File: config.mk
export PLATFORM = sky130hd
export DESIGN_NAME = hazard_scoreboard_flat
export DESIGN_NICKNAME = d
export VERILOG_FILES = /design/src/rtl/hazard_scoreboard_if.sv /design/src/rtl/hazard_scoreboard.sv /design/src/flat_wrapper.sv
export SDC_FILE = /design/constraint.sdc
export NUM_CORES = 1
export LEC_CHECK = 0
export BUFFER_PORTS_ARGS = -buffer_cell sky130_fd_sc_hd__clkbuf_2
export CAP_MARGIN = 40
export CORE_MARGIN = 1
export CORE_UTILIZATION = 54
export DETAILED_ROUTE_END_ITERATION = 8
export GPL_TIMING_DRIVEN = 0
export PLACE_DENSITY = 0.77
export SLEW_MARGIN = 10
export SYNTH_ARGS = -nofsm -noshare
export SYNTH_HDL_FRONTEND = slang
export SYNTH_SLANG_ARGS = --single-unit
File: constraint.sdc
create_clock -name i_clk -period 3.4 [get_ports i_clk]
set_input_delay 0.17 -clock i_clk [delete_from_list [all_inputs] [get_ports i_clk]]
set_output_delay 0.17 -clock i_clk [all_outputs]
set_load 0.02 [all_outputs]
File: src/rtl/hazard_scoreboard_if.sv
// Decode/pipeline-side bundle for the pending-write hazard scoreboard.
// The master modport belongs to the decode/pipeline side. The slave modport
// belongs to the scoreboard.
interface hazard_scoreboard_if #(
    parameter int NREGS  = 32,
    parameter int PERF_W = 32
);
    localparam int IDX_W = $clog2(NREGS);

    logic [IDX_W-1:0]  i_rs1;
    logic [IDX_W-1:0]  i_rs2;
    logic [1:0]        i_check_regs;
    logic              i_id_valid;
    logic              i_id_wr;
    logic [IDX_W-1:0]  i_id_rd;
    logic              i_hold;
    logic              i_wb_valid;
    logic [IDX_W-1:0]  i_wb_rd;
    logic              i_flush;
    logic              i_pipe_empty;

    logic              o_stall;
    logic              o_stall_rs1;
    logic              o_stall_rs2;
    logic [NREGS-1:0]  o_busy_vec;
    logic              o_draining;
    logic [PERF_W-1:0] o_stall_cnt;
    logic              o_overflow;

    modport master (
        output i_rs1, i_rs2, i_check_regs, i_id_valid, i_id_wr, i_id_rd,
               i_hold, i_wb_valid, i_wb_rd, i_flush, i_pipe_empty,
        input  o_stall, o_stall_rs1, o_stall_rs2, o_busy_vec, o_draining,
               o_stall_cnt, o_overflow
    );

    modport slave (
        input  i_rs1, i_rs2, i_check_regs, i_id_valid, i_id_wr, i_id_rd,
               i_hold, i_wb_valid, i_wb_rd, i_flush, i_pipe_empty,
        output o_stall, o_stall_rs1, o_stall_rs2, o_busy_vec, o_draining,
               o_stall_cnt, o_overflow
    );
endinterface

File: src/rtl/hazard_scoreboard.sv
// Per-register pending-write scoreboard between decode and EXE.
// It counts in-flight writes per register and stalls ID on RAW hazards or on
// pending-counter saturation. On a flush it drains the pipeline and then
// clears all pending counts. It also keeps a saturating stall-cycle counter.
//
// state    | meaning
// ---------+-----------------------------------------------------------
// ST_RUN   | normal issue; hazards checked against pending counts
// ST_DRAIN | flush seen; ID stalled until the pipeline reports empty
module hazard_scoreboard #(
    parameter int NREGS  = 32,
    parameter int PEND_W = 2,
    parameter int PERF_W = 32
) (
    input  logic                 i_clk,
    input  logic                 i_rst,
    hazard_scoreboard_if.slave   bus
);
    localparam int IDX_W = $clog2(NREGS);
    localparam logic [PEND_W-1:0] PEND_MAX = '1;
    localparam logic [PERF_W-1:0] CNT_MAX  = '1;

    typedef enum logic {ST_RUN, ST_DRAIN} state_t;

    state_t            state;
    logic [PEND_W-1:0] pend [NREGS];
    logic [PERF_W-1:0] stall_cnt;
    logic              overflow;

    logic              in_run;
    logic              wb_hits_rs1;
    logic              wb_hits_rs2;
    logic              hz1;
    logic              hz2;
    logic              sat;
    logic              stall;
    logic              accept;
    logic [NREGS-1:0]  inc;
    logic [NREGS-1:0]  dec;
    logic [NREGS-1:0]  busy;

    // Hazard detection and issue acceptance.
    // A write retiring this cycle is subtracted first, because the regfile is
    // write-through. A retire against a zero count does not wrap into a hazard.
    always_comb begin
        in_run      = (state == ST_RUN);
        wb_hits_rs1 = bus.i_wb_valid && (bus.i_wb_rd == bus.i_rs1);
        wb_hits_rs2 = bus.i_wb_valid && (bus.i_wb_rd == bus.i_rs2);
        hz1 = bus.i_check_regs[0] && (bus.i_rs1 != '0) &&
              (pend[bus.i_rs1] > PEND_W'(wb_hits_rs1));
        hz2 = bus.i_check_regs[1] && (bus.i_rs2 != '0) &&
              (pend[bus.i_rs2] > PEND_W'(wb_hits_rs2));
        sat = bus.i_id_wr && (bus.i_id_rd != '0) && (pend[bus.i_id_rd] == PEND_MAX);
        stall  = !in_run || (bus.i_id_valid && (hz1 || hz2 || sat));
        accept = in_run && bus.i_id_valid && !stall && !bus.i_hold && !bus.i_flush;
    end

    // Per-register increment/decrement requests and the busy view.
    // Register 0 is never tracked.
    always_comb begin
        inc  = '0;
        dec  = '0;
        busy = '0;
        for (int r = 1; r < NREGS; r++) begin
            inc[r]  = accept && bus.i_id_wr && (bus.i_id_rd == IDX_W'(r));
            dec[r]  = bus.i_wb_valid && (bus.i_wb_rd == IDX_W'(r)) && (pend[r] != '0);
            busy[r] = (pend[r] != '0);
        end
    end

    // FSM, pending counters and the sticky overflow flag.
    // An issue and a retire on the same register in one cycle leave the count unchanged.
    always_ff @(posedge i_clk or posedge i_rst) begin
        if (i_rst) begin
            state    <= ST_RUN;
            overflow <= 1'b0;
            for (int r = 0; r < NREGS; r++) begin
                pend[r] <= '0;
            end
        end else begin
            case (state)
                ST_RUN: begin
                    if (bus.i_flush) begin
                        state <= ST_DRAIN;
                        if (bus.i_id_valid && sat) begin
                            overflow <= 1'b1;
                        end
                    end
                end
                ST_DRAIN: begin
                    if (bus.i_pipe_empty) begin
                        state <= ST_RUN;
                    end
                end
                default: state <= ST_RUN;
            endcase
            for (int r = 0; r < NREGS; r++) begin
                if ((state == ST_DRAIN) && bus.i_pipe_empty) begin
                    pend[r] <= '0;
                end else if (inc[r] && !dec[r]) begin
                    pend[r] <= pend[r] + PEND_W'(1);
                end else if (dec[r] && !inc[r]) begin
                    pend[r] <= pend[r] - PEND_W'(1);
                end
            end
        end
    end

    // Saturating count of cycles in which ID is stalled.
    always_ff @(posedge i_clk or posedge i_rst) begin
        if (i_rst) begin
            stall_cnt <= '0;
        end else if (stall && (stall_cnt != CNT_MAX)) begin
            stall_cnt <= stall_cnt + PERF_W'(1);
        end
    end

    assign bus.o_stall     = stall;
    assign bus.o_stall_rs1 = in_run && hz1;
    assign bus.o_stall_rs2 = in_run && hz2;
    assign bus.o_busy_vec  = busy;
    assign bus.o_draining  = (state == ST_DRAIN);
    assign bus.o_stall_cnt = stall_cnt;
    assign bus.o_overflow  = overflow;
endmodule

File: src/flat_wrapper.sv
// flat-port wrapper written by rule: the top's interface ports become plain ports
module hazard_scoreboard_flat 
#(
    parameter int NREGS  = 32,
    parameter int PEND_W = 2,
    parameter int PERF_W = 32
)
  (i_clk, i_rst, bus_i_rs1, bus_i_rs2, bus_i_check_regs, bus_i_id_valid, bus_i_id_wr, bus_i_id_rd, bus_i_hold, bus_i_wb_valid, bus_i_wb_rd, bus_i_flush, bus_i_pipe_empty, bus_o_stall, bus_o_stall_rs1, bus_o_stall_rs2, bus_o_busy_vec, bus_o_draining, bus_o_stall_cnt, bus_o_overflow);
  hazard_scoreboard_if #(.NREGS(NREGS), .PERF_W(PERF_W)) bus_i ();
  input  logic i_clk;
  input  logic i_rst;
  input wire logic [$bits(bus_i.i_rs1)-1:0] bus_i_rs1;
  input wire logic [$bits(bus_i.i_rs2)-1:0] bus_i_rs2;
  input wire logic [$bits(bus_i.i_check_regs)-1:0] bus_i_check_regs;
  input wire logic [$bits(bus_i.i_id_valid)-1:0] bus_i_id_valid;
  input wire logic [$bits(bus_i.i_id_wr)-1:0] bus_i_id_wr;
  input wire logic [$bits(bus_i.i_id_rd)-1:0] bus_i_id_rd;
  input wire logic [$bits(bus_i.i_hold)-1:0] bus_i_hold;
  input wire logic [$bits(bus_i.i_wb_valid)-1:0] bus_i_wb_valid;
  input wire logic [$bits(bus_i.i_wb_rd)-1:0] bus_i_wb_rd;
  input wire logic [$bits(bus_i.i_flush)-1:0] bus_i_flush;
  input wire logic [$bits(bus_i.i_pipe_empty)-1:0] bus_i_pipe_empty;
  output wire logic [$bits(bus_i.o_stall)-1:0] bus_o_stall;
  output wire logic [$bits(bus_i.o_stall_rs1)-1:0] bus_o_stall_rs1;
  output wire logic [$bits(bus_i.o_stall_rs2)-1:0] bus_o_stall_rs2;
  output wire logic [$bits(bus_i.o_busy_vec)-1:0] bus_o_busy_vec;
  output wire logic [$bits(bus_i.o_draining)-1:0] bus_o_draining;
  output wire logic [$bits(bus_i.o_stall_cnt)-1:0] bus_o_stall_cnt;
  output wire logic [$bits(bus_i.o_overflow)-1:0] bus_o_overflow;
  assign bus_i.i_rs1 = bus_i_rs1;
  assign bus_i.i_rs2 = bus_i_rs2;
  assign bus_i.i_check_regs = bus_i_check_regs;
  assign bus_i.i_id_valid = bus_i_id_valid;
  assign bus_i.i_id_wr = bus_i_id_wr;
  assign bus_i.i_id_rd = bus_i_id_rd;
  assign bus_i.i_hold = bus_i_hold;
  assign bus_i.i_wb_valid = bus_i_wb_valid;
  assign bus_i.i_wb_rd = bus_i_wb_rd;
  assign bus_i.i_flush = bus_i_flush;
  assign bus_i.i_pipe_empty = bus_i_pipe_empty;
  assign bus_o_stall = bus_i.o_stall;
  assign bus_o_stall_rs1 = bus_i.o_stall_rs1;
  assign bus_o_stall_rs2 = bus_i.o_stall_rs2;
  assign bus_o_busy_vec = bus_i.o_busy_vec;
  assign bus_o_draining = bus_i.o_draining;
  assign bus_o_stall_cnt = bus_i.o_stall_cnt;
  assign bus_o_overflow = bus_i.o_overflow;
  hazard_scoreboard #(.NREGS(NREGS), .PEND_W(PEND_W), .PERF_W(PERF_W)) u_core (.i_clk(i_clk), .i_rst(i_rst), .bus(bus_i));
endmodule
; ---- After elaboration in Yosys (flattened, before gate mapping)
; Cells that the tools add are included.
[word_totals]
out_inout_bits = 69
reg_bits = 96
elab_cells = 585
in_bits = 30
[op_classes]
n_lt_le_gt_ge = 5
bitwise = 4
mux = 105
n_addsub = 63
n_reduce_logical = 308
n_eq_ne = 66
[ops]
columns = operator, count
row1 = $mux W2, 99
row2 = $logic_and A1 B1 Y1, 174
row3 = $eq A5 B5 Y1 const B, 32
row4 = $reduce_bool A3 Y1, 31
row5 = $eq A5 B4 Y1 const B, 16
row6 = $logic_not A1 Y1, 65
row7 = $add A2 B1 Y2 const B, 31
row8 = $reduce_bool A2 Y1, 31
row9 = $sub A2 B1 Y2 const B, 31
row10 = $eq A5 B3 Y1 const B, 8
row11 = $add A32 B1 Y32 const B, 1
row12 = $ne A32 B32 Y1 const B, 1
row13 = $bmux W2 S5, 3
row14 = $eq A5 B2 Y1 const B, 4
row15 = $ge A6 B6 Y1 const B, 3
row16 = $not A5 Y6, 3
row17 = $reduce_bool A5 Y1, 3
row18 = $eq A5 B1 Y1 const B, 2
row19 = $eq A5 B5 Y1, 2
row20 = $gt A2 B1 Y1, 2
row21 = $logic_or A1 B1 Y1, 3
row22 = $reduce_and A3 Y1, 1
row23 = $eq A2 B2 Y1 const B, 1
row24 = $mux W1, 2
row25 = 2 further kinds, 2

; ---- Longest topological paths before layout
[logic_depth]
ltp_word = 21
ltp_mapped = 21

; ---- Least setup slack after synthesis
; OpenSTA, ideal clock, no wires.
[synth_path]
kind = input to register
from = in bus_i_rs1[0]
to = reg u_core.pend[17] (netlist name)
t_arrival_ns = 4.372
required_ns = 3.322
path_buffers = 4
slack_ns = -1.050
setup_time_ns = 0.078
stages = 16
path_cell_list = buf_2 > buf_2 > buf_1 > mux4_2 > mux4_2 > mux2i_1 > ha_1 > or2_2 > a31oi_2 > nor3_4 > o21ai_1 > buf_2 > nor4_1 > ha_1 > or3_1 > a21oi_1
[synth_via]
elab_chain_len = 19
[synth_lines]
columns = element, line
row1 = "start, declared", flat_wrapper.sv:12  ; input wire logic [$bits(bus_i.i_rs1)-1:0] bus_i_rs1;
row2 = $not A5 Y6 (not written as such), hazard_scoreboard.sv:50  ; (pend[bus.i_rs1] > PEND_W'(wb_hits_rs1));
row3 = $bmux W2 S5, hazard_scoreboard.sv:50
row4 = $mux W2 (not written as such) (2 in a row), hazard_scoreboard.sv:50
row5 = $gt A2 B1 Y1, hazard_scoreboard.sv:50
row6 = $logic_and A1 B1 Y1 (*), hazard_scoreboard.sv:49  ; hz1 = bus.i_check_regs[0] && (bus.i_rs1 != '0) &&
row7 = $logic_or A1 B1 Y1 (*) (2 in a row), hazard_scoreboard.sv:54  ; stall = !in_run || (bus.i_id_valid && (hz1 || hz2 || sat));
row8 = $logic_and A1 B1 Y1 (*), hazard_scoreboard.sv:54
row9 = $logic_or A1 B1 Y1 (*), hazard_scoreboard.sv:54
row10 = net bus_o_stall, flat_wrapper.sv:23  ; output wire logic [$bits(bus_i.o_stall)-1:0] bus_o_stall;
row11 = $logic_not A1 Y1 (*), hazard_scoreboard.sv:55  ; accept = in_run && bus.i_id_valid && !stall && !bus.i_hold && !bus.i_flush;
row12 = $logic_and A1 B1 Y1 (*) (3 in a row), hazard_scoreboard.sv:55
row13 = $logic_and A1 B1 Y1 (*) (2 in a row), hazard_scoreboard.sv:65  ; inc[r] = accept && bus.i_id_wr && (bus.i_id_rd == IDX_W'(r));
row14 = $logic_and A1 B1 Y1 / $logic_not A1 Y1 (equally long branches), "hazard_scoreboard.sv:100, hazard_scoreboard.sv:102"
row15 = $mux W2 / $logic_and A1 B1 Y1 (equally long branches), "hazard_scoreboard.sv:100, hazard_scoreboard.sv:102"
row16 = $mux W2 / $reduce_bool A3 Y1 (equally long branches), -
row17 = "end signal, assigned by index", hazard_scoreboard.sv:101  ; pend[r] <= pend[r] + PEND_W'(1);
row18 = "end signal, assigned by index", hazard_scoreboard.sv:103  ; pend[r] <= pend[r] - PEND_W'(1);
row19 = "end, declared", hazard_scoreboard.sv:26  ; logic [PEND_W-1:0] pend [NREGS];
; The timed path passes the listed nets; every way through them passes the cells marked *. The select of a mux whose other input is x is not followed.
; A chain may end at the register's enable or synchronous reset.

; ---- Final worst setup path
[layout_path]
from = reg u_core.pend[26] (netlist name)
to = reg u_core.pend[44] (netlist name)
[layout_via]
elab_chain_len = 18
[layout_lines]
columns = element, line
row1 = $bmux W2 S5 (on tied branches), "hazard_scoreboard.sv:50, hazard_scoreboard.sv:52"
row2 = $mux W2 (on tied branches) (2 in a row), "hazard_scoreboard.sv:50, hazard_scoreboard.sv:52"
row3 = $gt A2 B1 Y1 (on tied branches), "hazard_scoreboard.sv:50, hazard_scoreboard.sv:52"
row4 = $logic_and A1 B1 Y1 (on tied branches), "hazard_scoreboard.sv:49, hazard_scoreboard.sv:51"
row5 = $logic_or A1 B1 Y1, hazard_scoreboard.sv:54
row6 = $logic_or A1 B1 Y1 (*), hazard_scoreboard.sv:54
row7 = $logic_and A1 B1 Y1 (*), hazard_scoreboard.sv:54
row8 = $logic_or A1 B1 Y1 (*), hazard_scoreboard.sv:54
row9 = $logic_not A1 Y1 (*), hazard_scoreboard.sv:55
row10 = $logic_and A1 B1 Y1 (*) (3 in a row), hazard_scoreboard.sv:55
row11 = $logic_and A1 B1 Y1 (*) (2 in a row), hazard_scoreboard.sv:65
row12 = $logic_and A1 B1 Y1 / $logic_not A1 Y1 (equally long branches), "hazard_scoreboard.sv:100, hazard_scoreboard.sv:102"
row13 = $mux W2 / $logic_and A1 B1 Y1 (equally long branches), "hazard_scoreboard.sv:100, hazard_scoreboard.sv:102"
row14 = $mux W2 / $reduce_bool A3 Y1 (equally long branches), -
; Every way passes the cells marked *; elsewhere a longest branch is shown, timed or not. The select of a mux whose other input is x is not followed.

==> results.json <==
{
  "yosysSeqAreaShare_pct": 32.28,
  "die-area_um2": 14260,
  "place_congestion": 0.9742,
  "viasPerCell": 6.536,
  "finalMaxSlewViolations": 0,
  "r2r_start": "u_core.pend[26]",
  "pre_cts_ws_ps": -1200,
  "synth_top_cell_by_area": "dfrtp_1",
  "multiInputGateArea_um2": 5609,
  "slew_headroom_pct": 22.28,
  "violations": "setup timing",
  "clkSlewWorstSetupHoldPaths_ps": 70,
  "status": "complete, but fails checks",
  "grt_pass1_wl_um": 38150,
  "r2r_slack_ps": -660,
  "wl_um": 25680,
  "dp_hpwl_um": 16760,
  "wl_per_cell_um": 22.84,
  "min_path_cells": 2,
  "cp_max_fo": 5,
  "antenna_found_initial": 0,
  "cts_sinks": 96,
  "r2r_cells": 19,
  "synth-edff-count": 0,
  "synthTopCellsByCount": "96 x dfrtp_1, 86 x xor2_1, 68 x nor2_1, 36 x nand3_1, 35 x o21ai_0",
  "clkPwrFrac_pct": 35.8,
  "final.setup_skew_ps": 8.353,
  "ys_types": 57,
  "drtIter0Drc": 791,
  "worst_slew_pin_slew_ps": 1166,
  "cts_max_path_buffers": 2,
  "nets": 1003,
  "hold_end": "u_core.bus.o_draining",
  "worstPathArrival_ps": 4270,
  "drc_errors": 0,
  "numPortBuffers": 90,
  "endpoint_kind": "flop",
  "vdd_drop_max_mv": 0.3994,
  "overflow": 0,
  "synthArstFlopShare_pct": 100.0,
  "ant_nets": 0,
  "rsz0062_at_grt": "yes",
  "area_growth_pct": 35.17,
  "fillers": 931,
  "firstDrtPassIters": 7,
  "numCtsBuffers": 9,
  "synth_most_common_cell": "dfrtp_1",
  "fmax_ghz": 0.2461,
  "final-hold-violation-count": 0,
  "r2r-end": "u_core.pend[44]",
  "dr_total_vias": 7347,
  "regArea_um2": 2427,
  "syn-mean-instance-area_um2": 9.493,
  "finalSetupViolations": 85,
  "syn-num-nets": 844,
  "start_util_pct": 55.76,
  "diodes": 0,
  "root_buffer": "clkbuf_16",
  "synth-seq-cells": 96,
  "leakagePower_nw": 4.552,
  "core_area_um2": 13350,
  "p_total_mw": 3.256,
  "std_cell_rows": 42,
  "synth_top_area_share_pct": 32.28,
  "start_kind": "flop",
  "final_area_um2": 10060,
  "ys.warnings.count": 0,
  "clk_latency_ps": 360,
  "hold_path_startpoint": "bus_i_pipe_empty",
  "grt_pass1_vias": 7119,
  "drive_above_1_share_pct": 42.19,
  "synthCells": 784,
  "synth_area_um2": 7442,
  "grt.total_usage_pct": 35.34,
  "tritoncts": "yes",
  "die_width_um": 119.4,
  "synth_flop_cell": "dfrtp_1",
  "layout_setup_ws_ps": -663.4,
  "switching_power_mw": 1.076,
  "dpl-instance-area_um2": 8397,
  "maxCapViolCount": 0,
  "crit_type": "reg -> reg",
  "grt_max_degree": 66,
  "die_h_um": 119.4,
  "ios": 99,
  "period_needed_ps": 4063,
  "p_per_area_nw_per_um2": 323.6,
  "hp-class": "in -> reg",
  "seqPwrFrac_pct": 38.8,
  "required_ps": 3610,
  "netSwitchingFraction_pct": 33.05,
  "power_frac_comb_pct": 25.3,
  "period_share_pct": 119.5,
  "synthTopCellsByArea": "dfrtp_1 32%, xor2_1 10%, mux4_2 9.1%, ha_1 5.0%, nor2_1 3.4%",
  "htree_levels": 3,
  "intPower_mw": 2.180
}
-- sequential cells by signal (all words and copies together) (netlist names) --
name                    flops
u_core.bus.o_stall_cnt     32
u_core.bus.o_draining       1
u_core.pend                62
u_core.bus.o_overflow       1
-- cell families after synthesis --
logic type	share of synthesized area, %
buffers and inverters	4.354
other	0.05039
DFF	32.28
muxes	12.98
adders and majority gates	5.044
xor gates and xnor gates	12.00
and+or+nand+nor	23.10
AOI/OAI and AO/OA	10.19
-- critical path: stages, from the launching register on --
cell      delay [ps]
dfrtp_2          440
mux2_4           270
a221o_1          380
o22ai_1          170
o21ai_1          130
o21ai_2          110
ha_4             190
o21ai_4           70
a311oi_4         370
nor3_4            80
nor3_4           260
o21ai_4           80
buf_12           150
buf_12           140
nor4_4           240
ha_1             310
buf_4            160
buf_6            100
xor2_1           160
nor2_1            70
-- cells in the final DEF (no fill, tap or decap), types with 7 or more instances in the layout --
master      n
a21oi_1    24
a21oi_2    10
buf_1       8
buf_4      40
buf_6      25
buf_8       7
clkbuf_1   16
clkbuf_16   9
clkbuf_2   89
dfrtp_1    76
dfrtp_2    20
ha_1        8
ha_2        7
ha_4       15
inv_1      21
mux2_2     13
mux2i_1    11
mux4_2     30
nand2_1    31
nand2b_1   14
nand3_1    35
nand4_1    12
nor2_1     52
nor2_2     15
nor2b_1    15
nor3_1      8
nor3_4      7
nor4_1      7
nor4_2      7
nor4_4     23
o21ai_0    29
or2_2      29
or3_1      25
xnor2_1    16
xor2_1     82
-- area by class of cell --
cell class | instances | share of cell area, %
plain buffers | 47 | 3.657
clock buffers | 10 | 2.376
well taps | 176 | 2.189
inverters | 22 | 0.8458
repair buffers | 148 | 10.09
flip-flops and latches | 96 | 24.13
multi-input cells | 619 | 55.76
clock inverters | 6 | 0.9577
-- per-stage QoR --
step	hold WS (ps)	TNS, ps	instances	utilization [%]
final	11.71	-30490	1124	75.37
after detailed placement	195.0	-69470	1052	62.91
after CTS	12.22	-20010	1111	71.30
after global placement	391.2	-107770	1050	62.65
after floorplan	280.9	-12400	784	-
after global routing	19.70	-41220	1124	75.37
-- routing by layer --
layer / track usage, % / part of all wire [%] / vias to the layer above
li1: - / - / 3171
met3: 9.052 / 9.1 / 132
met4: 20.47 / 5.7 / 0
met2: 55.34 / 47 / 480
met1: 44.24 / 38 / 3564
met5: 0 / 0 / -
-- power by group through the flow --
stage / logic (mW) / clock network (mW) / registers [mW]
3_5_place_dp: 0.621 / 0 / 1.28
5_1_grt: 0.858 / 1.22 / 1.27
2_1_floorplan: 0.359 / 0 / 1.33
3_3_place_gp: 0.608 / 0 / 1.28
6_report: 0.824 / 1.17 / 1.26
4_1_cts: 0.728 / 1.18 / 1.26
-- what timing repair did --
| action | in CTS | in global routing |
|---|---|---|
| setup buffers | 41 | 13 |
| setup endpoints to repair | 90 | 95 |
| pin swaps | 46 | 45 |
| hold buffers | 1 | 0 |
| resized for setup | 100 | 84 |
| cloned | 1 | 0 |
| hold endpoints to repair | 31 | 0 |
-- how the worst max path moves through the flow --
stage                         start               to  slack [ps]  cells after the start
floorplan              bus_i_rs1[0]  u_core.pend[13]        -380                     17
global route        u_core.pend[26]  u_core.pend[44]        -740                     19
detailed placement     bus_i_rs2[1]  u_core.pend[25]       -1200                     19
global placement       bus_i_rs2[1]  u_core.pend[25]       -1180                     19
finish              u_core.pend[26]  u_core.pend[44]        -660                     19
CTS                 u_core.pend[46]  u_core.pend[29]        -430                     15
(Power assumes the default switching activity.)
